`config.mk`:
```
export PLATFORM = sky130hd
export DESIGN_NAME = pong_frame_scheduler_flat
export DESIGN_NICKNAME = d
export VERILOG_FILES = /design/src/rtl/pong_pkg.sv /design/src/rtl/pong_frame_scheduler_if.sv /design/src/rtl/pong_timeout_ctr.sv /design/src/rtl/pong_frame_scheduler.sv /design/src/flat_wrapper.sv
export SDC_FILE = /design/constraint.sdc
export NUM_CORES = 1
export LEC_CHECK = 0
export ABC_CLOCK_PERIOD_IN_PS = 9150
export CAP_MARGIN = 15
export CORE_UTILIZATION = 43
export CTS_CLUSTER_SIZE = 25
export DETAILED_ROUTE_END_ITERATION = 8
export GPL_ROUTABILITY_DRIVEN = 0
export GPL_TIMING_DRIVEN = 0
export PLACE_DENSITY = 0.73
export SLEW_MARGIN = 30
export SYNTH_ARGS = -nofsm -noshare
export SYNTH_HDL_FRONTEND = slang
export SYNTH_SLANG_ARGS = --single-unit
export TNS_END_PERCENT = 1
```
`constraint.sdc`:
```
create_clock -name clk -period 9.15 [get_ports clk]
set_input_delay 1.83 -clock clk [delete_from_list [all_inputs] [get_ports clk]]
set_output_delay 1.83 -clock clk [all_outputs]
set_load 0.03 [all_outputs]
```
`src/rtl/pong_pkg.sv`:
```
// Shared Pong constants: VGA raster geometry, scheduler state encoding and
// the frame counter width. The VGA timing block imports the same geometry.
package pong_pkg;

    localparam int H_TOTAL     = 800;  // pixel clocks per line
    localparam int V_VISIBLE   = 480;  // visible lines
    localparam int V_TOTAL     = 525;  // lines per frame
    localparam int RASTER_W    = 10;   // width of xpix / ypix
    localparam int FRAME_CNT_W = 16;   // width of the committed-frame counter

    typedef enum logic [1:0] {
        ST_IDLE   = 2'd0,
        ST_GO     = 2'd1,
        ST_WAIT   = 2'd2,
        ST_COMMIT = 2'd3
    } sched_state_t;

endpackage

```
`src/rtl/pong_frame_scheduler_if.sv`:
```
// Bundle between the frame scheduler, the VGA timing block and the game tasks.
//
// Handshake: the scheduler raises task_go[i] for exactly one cycle to start
// task i; the task answers with a one-cycle task_done[i] pulse at any later
// cycle. Only the done bit of the task currently being waited on is honoured;
// done bits of other tasks, or a done in the go cycle itself, are ignored.
// commit and overrun are single-cycle, mutually exclusive status pulses.
interface pong_frame_scheduler_if
    import pong_pkg::*;
#(
    parameter int N_TASKS = 3
);
    logic [RASTER_W-1:0]    xpix;
    logic [RASTER_W-1:0]    ypix;
    logic                   pause;
    logic [N_TASKS-1:0]     task_done;
    logic [N_TASKS-1:0]     task_go;
    logic                   busy;
    logic                   commit;
    logic                   overrun;
    logic [FRAME_CNT_W-1:0] frame_cnt;

    // Scheduler side.
    modport master (
        input  xpix, ypix, pause, task_done,
        output task_go, busy, commit, overrun, frame_cnt
    );

    // Raster source, task logic and state-buffer side.
    modport slave (
        output xpix, ypix, pause, task_done,
        input  task_go, busy, commit, overrun, frame_cnt
    );
endinterface

```
`src/rtl/pong_timeout_ctr.sv`:
```
// Per-task watchdog: cleared when a task is started, counts while the
// scheduler waits, and flags the TIMEOUT-th waiting cycle without a done.
module pong_timeout_ctr #(
    parameter int  TIMEOUT = 1023,
    localparam int W       = $clog2(TIMEOUT + 1)
) (
    input  logic clk,
    input  logic rst,
    input  logic clear,
    input  logic enable,
    output logic expired
);

    logic [W-1:0] cnt;

    // Count enabled cycles since the last clear; hold once the limit is reached.
    always_ff @(posedge clk) begin
        if (rst || clear) begin
            cnt <= '0;
        end else if (enable && (cnt != TIMEOUT[W-1:0])) begin
            cnt <= cnt + 1'b1;
        end
    end

    // cnt holds the number of waiting cycles already elapsed, so the current
    // cycle is the TIMEOUT-th one when cnt equals TIMEOUT-1.
    always_comb begin
        expired = enable && (cnt == W'(TIMEOUT - 1));
    end

endmodule

```
`src/rtl/pong_frame_scheduler.sv`:
```
// Once-per-frame update sequencer for Pong. At the last pixel of the visible
// area it starts the game tasks in index order through go/done handshakes,
// then issues a one-cycle commit that swaps the game-state double buffer.
// A task timeout, or the vertical blank running out, aborts with overrun.
module pong_frame_scheduler
    import pong_pkg::*;
#(
    parameter int N_TASKS = 3,
    parameter int TIMEOUT = 1023
) (
    input  logic                   clk,
    input  logic                   rst,
    pong_frame_scheduler_if.master bus,
    output sched_state_t           state_dbg
);

    localparam int              IDX_W    = (N_TASKS > 1) ? $clog2(N_TASKS) : 1;
    localparam logic [IDX_W-1:0] LAST_IDX = IDX_W'(N_TASKS - 1);

    sched_state_t       state_q, state_d;
    logic [IDX_W-1:0]   idx_q, idx_d;
    logic [N_TASKS-1:0] go_d;
    logic               abort_d;
    logic               tick, vend;
    logic               done_sel;
    logic               ctr_clear, ctr_en, expired;

    // Raster events: end of the last visible line, and end of the frame.
    always_comb begin
        tick = (bus.xpix == RASTER_W'(H_TOTAL - 1)) && (bus.ypix == RASTER_W'(V_VISIBLE - 1));
        vend = (bus.xpix == RASTER_W'(H_TOTAL - 1)) && (bus.ypix == RASTER_W'(V_TOTAL - 1));
    end

    // Only the completion of the task currently being waited on matters.
    always_comb begin
        done_sel = bus.task_done[idx_q];
    end

    // Watchdog is cleared while issuing go and runs while waiting for done.
    always_comb begin
        ctr_clear = (state_q == ST_GO);
        ctr_en    = (state_q == ST_WAIT);
    end

    pong_timeout_ctr #(
        .TIMEOUT (TIMEOUT)
    ) u_timeout (
        .clk     (clk),
        .rst     (rst),
        .clear   (ctr_clear),
        .enable  (ctr_en),
        .expired (expired)
    );

    // Next-state logic: vend beats done, done beats timeout.
    always_comb begin
        state_d = state_q;
        idx_d   = idx_q;
        abort_d = 1'b0;
        go_d    = '0;
        case (state_q)
            ST_IDLE: begin
                if (tick && !bus.pause) begin
                    state_d = ST_GO;
                    idx_d   = '0;
                end
            end
            ST_GO: begin
                if (vend) begin
                    state_d = ST_IDLE;
                    abort_d = 1'b1;
                end else begin
                    state_d = ST_WAIT;
                end
            end
            ST_WAIT: begin
                if (vend) begin
                    state_d = ST_IDLE;
                    abort_d = 1'b1;
                end else if (done_sel) begin
                    if (idx_q == LAST_IDX) begin
                        state_d = ST_COMMIT;
                    end else begin
                        state_d = ST_GO;
                        idx_d   = idx_q + 1'b1;
                    end
                end else if (expired) begin
                    state_d = ST_IDLE;
                    abort_d = 1'b1;
                end
            end
            ST_COMMIT: begin
                state_d = ST_IDLE;
            end
            default: begin
                state_d = ST_IDLE;
            end
        endcase
        if (state_d == ST_GO) begin
            go_d = N_TASKS'(1) << idx_d;
        end
    end

    // State and registered outputs; outputs are decoded from the next state
    // so they line up with the state they describe.
    always_ff @(posedge clk) begin
        if (rst) begin
            state_q       <= ST_IDLE;
            idx_q         <= '0;
            bus.task_go   <= '0;
            bus.busy      <= 1'b0;
            bus.commit    <= 1'b0;
            bus.overrun   <= 1'b0;
            bus.frame_cnt <= '0;
        end else begin
            state_q     <= state_d;
            idx_q       <= idx_d;
            bus.task_go <= go_d;
            bus.busy    <= (state_d != ST_IDLE);
            bus.commit  <= (state_d == ST_COMMIT);
            bus.overrun <= abort_d;
            if (state_d == ST_COMMIT) begin
                bus.frame_cnt <= bus.frame_cnt + 1'b1;
            end
        end
    end

    always_comb begin
        state_dbg = state_q;
    end

endmodule

```
`src/flat_wrapper.sv`:
```
// flat-port wrapper written by rule: the top's interface ports become plain ports
module pong_frame_scheduler_flat import pong_pkg::*;
#(
    parameter int N_TASKS = 3,
    parameter int TIMEOUT = 1023
)
  (clk, rst, state_dbg, bus_xpix, bus_ypix, bus_pause, bus_task_done, bus_task_go, bus_busy, bus_commit, bus_overrun, bus_frame_cnt);
  pong_frame_scheduler_if #(.N_TASKS(N_TASKS)) bus_i ();
  input  logic clk;
  input  logic rst;
  output sched_state_t state_dbg;
  input wire logic [$bits(bus_i.xpix)-1:0] bus_xpix;
  input wire logic [$bits(bus_i.ypix)-1:0] bus_ypix;
  input wire logic [$bits(bus_i.pause)-1:0] bus_pause;
  input wire logic [$bits(bus_i.task_done)-1:0] bus_task_done;
  output wire logic [$bits(bus_i.task_go)-1:0] bus_task_go;
  output wire logic [$bits(bus_i.busy)-1:0] bus_busy;
  output wire logic [$bits(bus_i.commit)-1:0] bus_commit;
  output wire logic [$bits(bus_i.overrun)-1:0] bus_overrun;
  output wire logic [$bits(bus_i.frame_cnt)-1:0] bus_frame_cnt;
  assign bus_i.xpix = bus_xpix;
  assign bus_i.ypix = bus_ypix;
  assign bus_i.pause = bus_pause;
  assign bus_i.task_done = bus_task_done;
  assign bus_task_go = bus_i.task_go;
  assign bus_busy = bus_i.busy;
  assign bus_commit = bus_i.commit;
  assign bus_overrun = bus_i.overrun;
  assign bus_frame_cnt = bus_i.frame_cnt;
  pong_frame_scheduler #(.N_TASKS(N_TASKS), .TIMEOUT(TIMEOUT)) u_core (.clk(clk), .rst(rst), .bus(bus_i), .state_dbg(state_dbg));
endmodule
```
==> results of run 1 <==
## metal layers
layer	routed length (microns)	track usage, %	vias up
li1	-	-	878
met3	281	5.91	6
met2	1840	31.1	42
met5	0	0	-
met1	1840	22.4	764
met4	57	9.84	0
## logic make-up (layout without fill, tap and decap cells)
group,after synthesis,in the layout,synth area share (%)
xor+xnor,12,12,5.74
flops,36,36,39.3
fa+ha+maj,8,8,5.46
mux,6,6,3.55
buf+inv,16,72,3.76
compound gates,41,41,16.1
simple gates,91,91,26.1
## through the flow
step / hold WS, ps / cells / cell area (sq um) / util [%]
after floorplan: 454 / 210 / 1830 / -
final: 488 / 316 / 2480 / 61.2
after global routing: 513 / 316 / 2480 / 61.2
after global placement: 470 / 308 / 2370 / 58.5
after CTS: 495 / 316 / 2480 / 61.2
after detailed placement: 484 / 308 / 2370 / 58.5
## power breakdown
part	switching (mW)	internal, mW	total, mW
clock network	0.0587	0.0809	0.140
registers	0.00000000821	0.157	0.157
logic	0.00550	0.0109	0.0164
## flip-flops by register name, indices dropped and copies added (netlist names)
signal,count
u_core.bus.busy,1
u_core.bus.commit,1
u_core.bus.frame_cnt,16
u_core.bus.overrun,1
u_core.bus.task_go,3
u_core.idx_q,2
u_core.state_dbg,2
u_core.u_timeout.cnt,10
## layout by cell type, fill, tap and decap left out, types with 5 or more instances in the layout
cell type        instances
nor2_1                  28
clkbuf_8                 5
nand2_1                 13
clkdlybuf4s50_1         48
xnor2_1                  7
dfxtp_1                 36
a21oi_1                 12
or3_1                    5
ha_1                     8
or4_1                    5
xor2_1                   5
nand4_1                  6
o21ai_0                  7
nand3_1                 14
inv_1                   10
## worst paths after layout
check	start	endpoint	slack (ps)	cells past startpoint
setup reg to reg	u_core.idx_q[0]	u_core.bus.frame_cnt[3]	6660	8
hold / removal	u_core.bus.frame_cnt[15]	u_core.bus.frame_cnt[15]	490	2
hold reg to reg	u_core.bus.frame_cnt[15]	u_core.bus.frame_cnt[15]	490	2
setup / recovery	bus_xpix[7]	u_core.bus.frame_cnt[3]	4700	8
## final cells by class
class / instances / area (sq um)
fillers: 370 / 1580
multi-input cells: 158 / 1040
flip-flops and latches: 36 / 721
repair buffers: 48 / 480
clock buffers: 6 / 72.6
well taps: 50 / 62.6
inverters: 10 / 37.5
clock inverters: 2 / 35.0
plain buffers: 6 / 31.3
## worst max-delay path: cells and delay by family
family                 cells  cell delay, ps
buffers and inverters      1             390
AOI/OAI and AO/OA          2             630
muxes                      1             330
and+or+nand+nor            4            1470
==> out/results.txt, run 1 <==
status: finished, final reports clean
number of synthesized flops with an enable pin: 0
full die area: 0.00452 sq mm
Final ANT Viol Nets: 0
final setup TNS: 0 ps
Syn-to-layout area delta: 35.5%
fin crit share: 48.7%
largest net degree at the start of global routing: 12
Slew @ Worst Pin: 500 ps
critical path data required time: 9340 ps
Synth cell types: 49
DP HPWL: 2.99 mm
Leakage: 0.823 nW
synthesized netlist net count: 244
Iteration-0 DRC Markers: 81
PwrDens: 126 mW/mm^2
H-tree Lvls: 2
Tmin final: 4450 ps
clock slew at reported path FFs: 70 ps
Worst Setup Start Kind: primary input
max_cap viols: 0
Hold Fails Final Rpt: 0
most frequent cell after synthesis: dfxtp_1
ranking of synthesized cells by area: dfxtp_1, nor2_1, ha_1
Die Span X: 67.3 microns
synthesized area: 0.00183 sq mm
flops & latches, synth: 36
WL per Instance: 12.7 microns
endpoints failing setup: 0
Synth Flop Type: dfxtp_1
synth cell count leaders: dfxtp_1, nor2_1, nand3_1
CP arrival: 4640 ps
die height: 67.3 microns
total grt overflow: 0
Yosys top cell by area: dfxtp_1
worst min path class: flop to flop
Critical Path End Type: flop
RSZ-0062 raised after global routing: false
dpl ws: 4390 ps
number of global-route vias before repair: 1485
share of Yosys cell area claimed by the top area cell type: 39.3%
Port Buffer Count: 48
root buf cell: clkbuf_8
Vias: 1690
Syn Inst Count: 210
Worst Skew: 5.81 ps
postcts setup bufs: 0
Worst-Skew Late Latency: 290 ps
nets: 299
worst-path cell chain: clkdlybuf4s50_1 > or4b_1 > or4_4 > or2_1 > a32oi_2 > a21oi_1 > nand4_1 > mux2_2
drt drc: 0
first-pass GRT wire length: 6.38 mm
Initial DRT Pass Iterations: 4
routed vias/inst: 5.35
slowest stage delay, CP: 530 ps
Final WS setup: 4700 ps
CTS Sinks: 36
sequential element share of the synthesized area: 39.3%
Worst Path Max Fanout: 9
Antenna Cells: 0
CTS tree: built
share of cells above drive strength 1: 7.52%
total power: 0.313 mW
# rows: 23
FMAX: 0.225 GHz
GRT Overall Usage: 19.1%
Hold-fix buffers, CTS: 0
I/O pin count: 50
final wirelength: 4.02 mm
Initial Util: 45.1%
core area: 0.00406 sq mm
number of buffers created by CTS: 5
post-synthesis async set-or-reset flop share: 0%
synth warn: 0
Final Max Slew Viols: 0
clock buffer depth: 2
Peak VDD IR: 0.0797 mV
initial antenna violation count: 0
WS Path Type: primary input to flop
slowest cell on the critical path: or4_4
max_slew headroom: 65.8%
Avg Cell Area, Syn: 8.72 sq um
post-cts resize count: 0
Note: power is estimated with default switching activity, not from simulation.
==> run 2, diff against run 1 <==
- ABC_CLOCK_PERIOD_IN_PS: 9150 -> 4600
- clock period: 9.15 -> 4.6 ns (I/O delays scaled with it)
==> results of run 2 <==
The final DEF is identical to that of run 1. Status: finished, final reports clean.
Among the figures that moved: setup slack after placement 4390 ps -> 746 ps; setup slack after layout 4700 ps -> 1060 ps; register-to-register setup slack 6660 ps -> 2110 ps; total power 0.313 mW -> 0.622 mW; worst IR drop on VDD 0.0797 mV -> 0.159 mV
==> run 3, diff against run 2 <==
- ABC_CLOCK_PERIOD_IN_PS: 4600 -> 3400
- clock period: 4.6 -> 3.4 ns (I/O delays scaled with it)
==> out/results.txt, run 3 (synthesis results as in run 1) <==
status: finished, final reports clean
final wirelength: 4.07 mm
Iteration-0 DRC Markers: 98
met1 Use GR: 22.4%
GRT Overall Usage: 19.1%
Biggest register: u_core.bus.frame_cnt
Hold-fix buffers, CTS: 0
Critical Path End Type: flop
CP delay by family, top: simple AND/OR/NAND/NOR gates
Die Span X: 67.3 microns
total grt overflow: 0
worst min path class: flop to flop
critical path data required time: 3590 ps
CTS Sinks: 36
Final Max Slew Viols: 0
clock buffer depth: 2
CP arrival: 3390 ps
commonest non-fill, non-tap cells in the layout: clkdlybuf4s50_1, dfxtp_1, nor2_1
Worst Path Max Fanout: 9
number of buffers created by CTS: 5
die height: 67.3 microns
I/O pin count: 50
nets: 299
DP HPWL: 2.99 mm
endpoints failing setup: 0
Worst-Skew Late Latency: 300 ps
worst-path cell chain: clkdlybuf4s50_1 > or4b_1 > or4_4 > or2_1 > a32oi_4 > a21oi_1 > nand4_1 > mux2_2
design area: 0.00249 sq mm
Antenna Cells: 0
max_cap viols: 0
slowest stage delay, CP: 530 ps
worst path bufs/invs: 1
commonest non-fill, non-tap cell in the layout: clkdlybuf4s50_1
initial antenna violation count: 0
Tmin final: 3200 ps
WS Path Type: primary input to flop
global routing met3 resource utilization: 5.91%
Peak VDD IR: 0.215 mV
global routing's busiest layer: met2
FMAX: 0.312 GHz
routed vias/inst: 5.40
Port Buffer Count: 48
PwrDens: 338 mW/mm^2
Initial DRT Pass Iterations: 4
number of flip-flops in the largest register: 16
Worst Setup Start Kind: primary input
drt drc: 0
# rows: 23
Top Registers: u_core.bus.frame_cnt (16), u_core.u_timeout.cnt (10), u_core.bus.task_go (3)
root buf cell: clkbuf_8
Vias: 1706
H-tree Lvls: 2
Worst Skew: 6.54 ps
slowest cell on the critical path: or4_4
Leakage: 0.823 nW
Final ANT Viol Nets: 0
Hold Fails Final Rpt: 0
number of global-route vias before repair: 1485
share of cells above drive strength 1: 7.52%
final cell utilization of the core: 61.5%
met2 usage: 31.1%
core area: 0.00406 sq mm
largest net degree at the start of global routing: 12
Syn-to-layout area delta: 36.1%
fin crit share: 94.2%
hold_ws: 488 ps
WL per Instance: 12.9 microns
max_slew headroom: 65.8%
dpl cell area: 0.00237 sq mm
CTS tree: built
first-pass GRT wire length: 6.38 mm
Filler cells: 368
clock slew at reported path FFs: 70 ps
RSZ-0062 raised after global routing: false
Initial Util: 45.1%
full die area: 0.00452 sq mm
Slew @ Worst Pin: 500 ps
## run 3: cell counts in the layout (fill, tap and decap cells not counted)
Identical to the previous run, type by type.
## run 3: final timing paths
| kind | end | slack [ps] | cells after the start | start |
|---|---|---|---|---|
| worst min register to register | u_core.bus.frame_cnt[15] | 490 | 2 | u_core.bus.frame_cnt[15] |
| worst min-delay path | u_core.bus.frame_cnt[15] | 490 | 2 | u_core.bus.frame_cnt[15] |
| worst max register to register | u_core.bus.frame_cnt[3] | 920 | 8 | u_core.idx_q[0] |
| worst max-delay path | u_core.bus.frame_cnt[3] | 200 | 8 | bus_xpix[7] |
## run 3: final cells by class
class                           count  area [sq um]  share of cell area [%]
Timing Repair Buffer               48           480                    19.3
Multi-Input combinational cell    158          1050                    42.2
Inverter                           10          37.5                    1.51
Clock buffer                        6          72.6                    2.91
Tap cell                           50          62.6                    2.51
Buffer                              6          31.3                    1.25
Clock inverter                      2          35.0                    1.40
Sequential cell                    36           721                    28.9
## run 3: repair_timing
item / 4_1_cts / 5_1_grt
endpoints found under the setup margin: 0 / 2
endpoints found under the hold margin: 0 / 0
gates resized for setup: 0 / 1
setup buffers: 0 / 0
## run 3: through the flow
stage | std cells | total power [mW] | setup WS (ps) | TNS [ps]
floorplan | 210 | 0.444 | 373 | 0
global placement | 308 | 0.475 | -201 | -541
detailed placement | 308 | 0.476 | -214 | -742
CTS | 316 | 0.847 | 94.8 | 0
global route | 316 | 0.868 | 70.9 | 0
finish | 316 | 0.843 | 197 | 0
## run 3: where the power goes
group          internal [mW]  switching [mW]
clock                  0.218           0.159
combinational         0.0293          0.0151
sequential             0.421    0.0000000222
## run 3: worst min-delay path, delay by kind of cell, from the launching register on
family	cells	cell delay, ps
DFF	1	330
AOI/OAI and AO/OA	2	110
## run 3: metal layers
layer	wire (microns)	up-vias	share of wire [%]
met1	1880	774	46
met3	281	6	6.9
met5	0	-	0
li1	-	877	-
met4	57	0	1.4
met2	1850	49	45
